--- src/rtl/seg7_scan_driver.sv ---
// Multiplexed common-anode 7-segment scan driver with ghost blanking and frame-synchronous data commit.
// Latency: outputs registered, one cycle behind the (divcount, idx, shown) scan state.
// Backpressure: none; load is always accepted, and the last load before a frame wrap wins.
module seg7_scan_driver #(
   parameter int NDIGITS  = 4,
   parameter int SCANDIV  = 16,
   parameter int BLANKCYC = 2
) (
   input  logic                   clock,
   input  logic                   resetn,
   input  logic                   load,
   input  logic [4*NDIGITS-1:0]   value,
   input  logic [NDIGITS-1:0]     dpin,
   input  logic [NDIGITS-1:0]     blankmask,
   output logic [NDIGITS-1:0]     digitsel_n,
   output logic [6:0]             segments_n,
   output logic                   dp_n,
   output logic                   pending,
   output logic                   framedone
);

   localparam int DW = $clog2(SCANDIV);
   localparam int IW = (NDIGITS > 1) ? $clog2(NDIGITS) : 1;
   localparam logic [DW-1:0] DLAST    = DW'(SCANDIV - 1);
   localparam logic [IW-1:0] ILAST    = IW'(NDIGITS - 1);
   localparam logic [DW-1:0] BLANKLIM = DW'(BLANKCYC);

   logic [DW-1:0]          divcount;
   logic [IW-1:0]          idx;
   logic [4*NDIGITS-1:0]   stagedval, shownval;
   logic [NDIGITS-1:0]     stageddp, showndp;
   logic [NDIGITS-1:0]     stagedblank, shownblank;
   logic                   wrap;
   logic [3:0]             nib;
   logic                   curdp, curblank;
   logic [NDIGITS-1:0]     nxtsel;
   logic [6:0]             nxtseg;
   logic                   nxtdp;

   // hex nibble to segment pattern, gfedcba, 1 = lit
   function automatic logic [6:0] hex7(input logic [3:0] n);
      case (n)
         4'h0: hex7 = 7'h3F;
         4'h1: hex7 = 7'h06;
         4'h2: hex7 = 7'h5B;
         4'h3: hex7 = 7'h4F;
         4'h4: hex7 = 7'h66;
         4'h5: hex7 = 7'h6D;
         4'h6: hex7 = 7'h7D;
         4'h7: hex7 = 7'h07;
         4'h8: hex7 = 7'h7F;
         4'h9: hex7 = 7'h6F;
         4'hA: hex7 = 7'h77;
         4'hB: hex7 = 7'h7C;
         4'hC: hex7 = 7'h39;
         4'hD: hex7 = 7'h5E;
         4'hE: hex7 = 7'h79;
         default: hex7 = 7'h71;
      endcase
   endfunction

   assign wrap = (idx == ILAST) && (divcount == DLAST);

   // slot timer and digit index; framedone marks the cycle right after a frame wrap
   always_ff @(posedge clock or negedge resetn) begin
      if (!resetn) begin
         divcount  <= '0;
         idx       <= '0;
         framedone <= 1'b0;
      end else begin
         framedone <= wrap;
         if (divcount == DLAST) begin
            divcount <= '0;
            idx      <= (idx == ILAST) ? '0 : idx + 1'b1;
         end else begin
            divcount <= divcount + 1'b1;
         end
      end
   end

   // staging and frame-boundary commit; a load on the wrap edge commits the older data first
   always_ff @(posedge clock or negedge resetn) begin
      if (!resetn) begin
         stagedval   <= '0;
         stageddp    <= '0;
         stagedblank <= '0;
         shownval    <= '0;
         showndp     <= '0;
         shownblank  <= '0;
         pending     <= 1'b0;
      end else begin
         if (wrap && pending) begin
            shownval   <= stagedval;
            showndp    <= stageddp;
            shownblank <= stagedblank;
         end
         if (load) begin
            stagedval   <= value;
            stageddp    <= dpin;
            stagedblank <= blankmask;
            pending     <= 1'b1;
         end else if (wrap) begin
            pending <= 1'b0;
         end
      end
   end

   // next display pattern from the current slot; blanking covers slot start and masked digits
   always_comb begin
      nib      = 4'h0;
      curdp    = 1'b0;
      curblank = 1'b0;
      nxtsel   = '1;
      nxtseg   = 7'h7F;
      nxtdp    = 1'b1;
      for (int i = 0; i < NDIGITS; i++) begin
         if (idx == IW'(i)) begin
            nib      = shownval[4*i +: 4];
            curdp    = showndp[i];
            curblank = shownblank[i];
         end
      end
      if (!(divcount < BLANKLIM) && !curblank) begin
         for (int i = 0; i < NDIGITS; i++) begin
            if (idx == IW'(i)) nxtsel[i] = 1'b0;
         end
         nxtseg = ~hex7(nib);
         nxtdp  = ~curdp;
      end
   end

   // registered pad drivers; only one idx is ever decoded, so at most one digit is enabled
   always_ff @(posedge clock or negedge resetn) begin
      if (!resetn) begin
         digitsel_n <= '1;
         segments_n <= 7'h7F;
         dp_n       <= 1'b1;
      end else begin
         digitsel_n <= nxtsel;
         segments_n <= nxtseg;
         dp_n       <= nxtdp;
      end
   end

endmodule

--- config.mk ---
export PLATFORM = sky130hd
export DESIGN_NAME = seg7_scan_driver
export DESIGN_NICKNAME = d
export VERILOG_FILES = /design/src/rtl/seg7_scan_driver.sv
export SDC_FILE = /design/constraint.sdc
export NUM_CORES = 1
export LEC_CHECK = 0
export ABC_AREA = 1
export CELL_PAD_IN_SITES_DETAIL_PLACEMENT = 0
export CELL_PAD_IN_SITES_GLOBAL_PLACEMENT = 1
export CORE_ASPECT_RATIO = 2
export CORE_UTILIZATION = 45
export DETAILED_ROUTE_END_ITERATION = 16
export PLACE_DENSITY_LB_ADDON = 0.05
export SYNTH_ARGS = -nofsm -noshare
export SYNTH_HDL_FRONTEND = slang
export SYNTH_SLANG_ARGS = --single-unit
--- constraint.sdc ---
create_clock -name clock -period 2.88 [get_ports clock]
set_clock_uncertainty 0.05 [all_clocks]
set_input_delay 0.288 -clock clock [delete_from_list [all_inputs] [get_ports clock]]
set_output_delay 0.288 -clock clock [all_outputs]
set_load 0.02 [all_outputs]
# Word-level counts from Yosys, hierarchy flattened
# Memory sizes are Yosys's and may differ from the RTL's.
# Index checks and enable logic that the tools add are counted.
# totals
regBits	68
wordCells	54
memories	1
inputBits	27
out_inout_bits	14
mem_bits_ro	112
# memory_table
name	words	word_bits	read_ports	rd_clocked_by_memory_dff	wr	line	text
(no name shown)	16	7	1	0	0	42	case (n)
# op_classes
n_bitwise	2
muxes	24
eq_ne	4
n_reduce_logical	7
addsub	2
n_lt_le_gt_ge	1
# op_table
cell	count
4-bit 2-to-1 mux	6
1-bit 2-to-1 mux	15
7-bit 2-to-1 mux	2
7-bit NOT	1
4-bit by 1-bit adder with 4-bit output, second input constant	1
2-bit equality test, second input constant	2
4-bit equality test, second input constant	1
4-bit by 2-bit < comparator with 1-bit output, second input constant	1
1-bit logical AND	3
2-bit by 1-bit adder with 2-bit output, second input constant	1
2-bit by 1-bit equality test with 1-bit output, second input constant	1
1-bit zero test	2
2-bit zero test	1
2-bit 2-to-1 mux	1
2-bit nonzero test	1
1-bit NOT	1

# Logic depth before layout (Yosys ltp)
# logic_depth
depth_word	10
mapped_depth	15
mapped_depth_nobuf	14

# Least setup slack after synthesis
# OpenSTA, ideal clock, no wires.
# synth_timing
kind	flip-flop to flip-flop
startpoint	reg idx[0]
endpoint	reg segments_n[3]
path_stages_with_launch	13
n_path_buf	1
t_arrival_ps	1752
synth_period_minus_slack_ps	1886
setup_ps	84
setup_slack_ps	994
path_cell_list	dfrtp_1 -> inv_1 -> ha_1 -> buf_6 -> inv_4 -> nor2_1 -> nor2_1 -> a21boi_1 -> ha_1 -> inv_1 -> nand2_1 -> nand3_1 -> nand3_1
# synth_via
elab_chain_cells	9
word_cells_on_any_way	18
# synth_lines
item	line	text
start: declaration	29	logic [IW-1:0] idx;
start signal: assignment	74	idx <= (idx == ILAST) ? '0 : idx + 1'b1;
2-bit zero test	117	if (idx == IW'(i)) begin
4-bit 2-to-1 mux (4 in a row)	117	
memory 16 x 7 bit	--	
7-bit 2-to-1 mux	123	if (!(divcount < BLANKLIM) && !curblank) begin
7-bit NOT	127	nxtseg = ~hex7(nib);
7-bit 2-to-1 mux (*)	123	
named net nxtseg[3]	37	logic [6:0] nxtseg;
end signal: assignment	140	segments_n <= nxtseg;
end: declaration	16	output logic [6:0] segments_n,
# The timed path passes the listed nets; every way through them passes the cells marked *. The select of a mux whose other input is x is not followed.
# A chain may end at the register's enable or synchronous reset.

# Final worst setup path
# Ends and elaborated chain as after synthesis.

==> summary.md <==
| Metric | Value |
|---|---|
| Chip height | 118.3 um |
| Later-pin clock latency in the skew report | 0.33 ns |
| Post-synth EDFFs | 0 |
| Fin util | 0.5787 |
| Core Box Area | 0.006569 mm2 |
| Vias in the first global route | 2075 |
| Synth area leaders | dfrtp_1 46%, nand2_1 12%, dfstp_2 10% |
| Setup TNS | 0 ns |
| Leakage | 1.805 nW |
| Sequential-to-total area share from yosys stat | 0.5637 |
| Via density | 4.718 |
| Syn Area/Cell | 9.173 um2 |
| Area grow syn2layout | 24.82% |
| Site Rows | 42 |
| Tot Pwr | 2.179 mW |
| 1st-pass router iterations | 4 |
| Post-route cell area | 0.003801 mm2 |
| Largest family of logic cells by synthesized area | simple AND/OR/NAND/NOR gates |
| Initial core utilization | 0.4636 |
| Nets | 413 |
| Hold crit path type | in2async |
| Hold_ws | 0.3715 ns |
| Port bufs | 40 |
| Post-synth ARST share | 1.000 |
| Placed cell areas | 0.003493 mm2 |
| Critical Path AT | 2.40 ns |
| Top_reg_cell synth | dfrtp_1 |
| Ports | 41 |
| Max Transition Viols Final | 0 |
| Sw Share | 0.1957 |
| Crit-path max cell delay | 0.40 ns |
| GRT Util Overall | 0.1884 |
| Post-Place Worst Slack | 0.6664 ns |
| Post-route ant nets | 0 |
| XOR/XNOR Fraction of Synth Area | 0.002876 |
| Sequential Power Share | 0.457 |
| Largest net degree at the start of global routing | 50 |
| Worst setup SP type | flip-flop |
| Mux share of post-synthesis cell area | 0 |
| Worst slew pin tran | 0.5492 ns |
| Drt drc | 0 |
| CTS Sinks | 68 |
| RePlAce Congestion | 0.8602 |
| Final hold violations | 0 |
| Clk buf depth | 2 |
| Area leader, netlist | dfrtp_1 |
| Final setup vio count | 0 |
| Synth top area share | 0.4601 |
| Drt total wl | 5.503 mm |
| Synth Area in Compound Gates | 0.1249 |
| Comb pwr share | 0.047 |
| Routed WL per cell | 11.76 um |
| Kind of critical path | reg2reg |
| Max frequency | 451.6 MHz |
| Worst EP required | 3.07 ns |
| Grt ovf | 0 |
| H-tree depth | 3 |
| Post-DP HPWL | 4.177 mm |
| Post-Layout Cell Count | 468 |
| Width of the die | 60.17 um |
| Status | completed |
| Fin crit period | 2.215 ns |
| CP Capture Type | flip-flop |
| YS warnings | 0 |
| Worst-path clk slew | 0.05 ns |
| Synthesis-stage register bit count | 68 |
| Antenna violations before repair | 0 |
| Most frequent cells in the layout | 94 x nand2_1, 56 x dfrtp_1, 39 x clkdlybuf4s50_1 |
| Post-CTS Setup Inserts | 0 |
| Cells after Synth | 332 |
| Worst path cell trace | inv_1 > ha_1 > inv_4 > nor2_1 > nor2_1 > a21boi_1 > ha_1 > inv_1 > nand2_1 > nand3_1 > nand3_1 |
| Ant. Diodes | 0 |
| Root Driver | clkbuf_16 |
| Initial DRC count | 86 |
| Inst Count DP | 451 |
| Number of CTS-inserted buffers | 9 |
| Peak VDD IR | 0.4395 mV |
| Adder-cell share of the synthesized area | 0.04519 |
| P_sw | 0.4264 mW |
| PnR worst setup slack | 0.6654 ns |
| Final worst-path cycle share | 0.7689 |
| CTS tree | yes |
| Die Area | 0.007121 mm2 |
| Slew HR | 0.6339 |
| CTS resizes | 0 |
| Power per cell area | 573.2 mW/mm2 |
| P_int | 1.752 mW |
| Mapped Area | 0.003045 mm2 |
| Unrepaired setup endpoints after global routing | no |
| Simple-gate share of the synthesized area | 0.1820 |
| CP max stage cell | dfrtp_1 |
| Maxcap violations | 0 |
| First-pass GRT wire length | 9.708 mm |
| Share of layout cells above drive strength 1 | 0.1342 |
| Worst-path maximum fanout | 9 |
| Commonest non-fill, non-tap cell in the layout | nand2_1 |
| Clock power frac | 0.496 |
| Unique cell type count in the Yosys netlist | 29 |
| Post-synth net total | 370 |
| Vias | 2208 |
path summary, 6_finish.rpt:
kind	start	end	slack, ns	cells after the start
worst max-delay path	idx[0]$_DFFE_PN0N_	segments_n[3]$_DFF_PN1_	0.67	11
worst min-delay path	resetn	divcount[1]$_DFF_PN0_	0.37	2
worst max register to register	idx[0]$_DFFE_PN0N_	segments_n[3]$_DFF_PN1_	0.67	11
worst min register to register	shownval[5]$_DFFE_PN0P_	shownval[5]$_DFFE_PN0P_	0.44	2
max in group asynchronous	resetn	stagedblank[1]$_DFFE_PN0P_	1.69	3
min in group clock	shownval[5]$_DFFE_PN0P_	shownval[5]$_DFFE_PN0P_	0.44	2
cell usage after synthesis, types with 3 or more instances:
master,n
a21oi_1,5
nand3_1,19
inv_2,3
dfrtp_1,56
dfstp_2,12
o21ai_0,33
inv_1,36
ha_1,11
nor2_1,9
clkbuf_1,5
or2_2,3
nand2_2,5
o21ai_2,4
nand2_1,94
buf_2,4
buf_6,5
o21ai_1,16
registers in the layout, indices dropped and copies added (netlist names):
name         flops
segments_n       7
showndp          4
pending          1
shownblank       4
stagedval       16
stageddp         4
divcount         4
shownval        16
idx              2
digitsel_n       4
stagedblank      4
dp_n             1
framedone        1
timing repair:
action	in CTS	in global routing
hold endpoints to repair	17	0
hold buffers	1	0
setup endpoints to repair	0	0
power by group through the flow:
stage	clock [mW]	sequential (mW)	combinational, mW
floorplan	0	1.01	0.0392
CTS	1.11	0.995	0.105
global route	1.14	0.997	0.119
finish	1.08	0.995	0.102
detailed placement	0	1.01	0.104
global placement	0	1.01	0.102
critical path: cells and delay by family (launching register included):
kind	cells	cell delay (ns)
AO/OA/AOI/OAI	1	0.35
adder cells (fa/ha/maj)	2	0.70
buffers and inverters	3	0.25
flip-flops	1	0.40
AND/OR/NAND/NOR	5	0.37
per-layer routing:
metal / part of all wire / up-vias / wire, um / GRT usage
met1: 0.41 / 1020 / 2233 / 0.2166
met4: 0.027 / 0 / 146 / 0.1061
met5: 0 / - / 0 / 0
met2: 0.54 / 44 / 2958 / 0.2995
li1: - / 1133 / - / -
met3: 0.030 / 11 / 164 / 0.05580
cell families after synthesis:
family | Yosys count
flip-flops | 68
buffers and inverters | 54
adder cells (fa/ha/maj) | 11
AND/OR/NAND/NOR | 132
XOR/XNOR | 1
AO/OA/AOI/OAI | 66
final cells by class:
class / count / area, um2
Timing Repair Buffer: 46 / 442.9
Multi-Input combinational cell: 210 / 1081
Clock inverter: 1 / 30.03
Clock buffer: 15 / 267.8
Sequential cell: 68 / 1717
Inverter: 40 / 152.6
Tap cell: 88 / 110.1
Fill cell: 613 / 2768
Note: power is estimated with default switching activity, not from simulation.
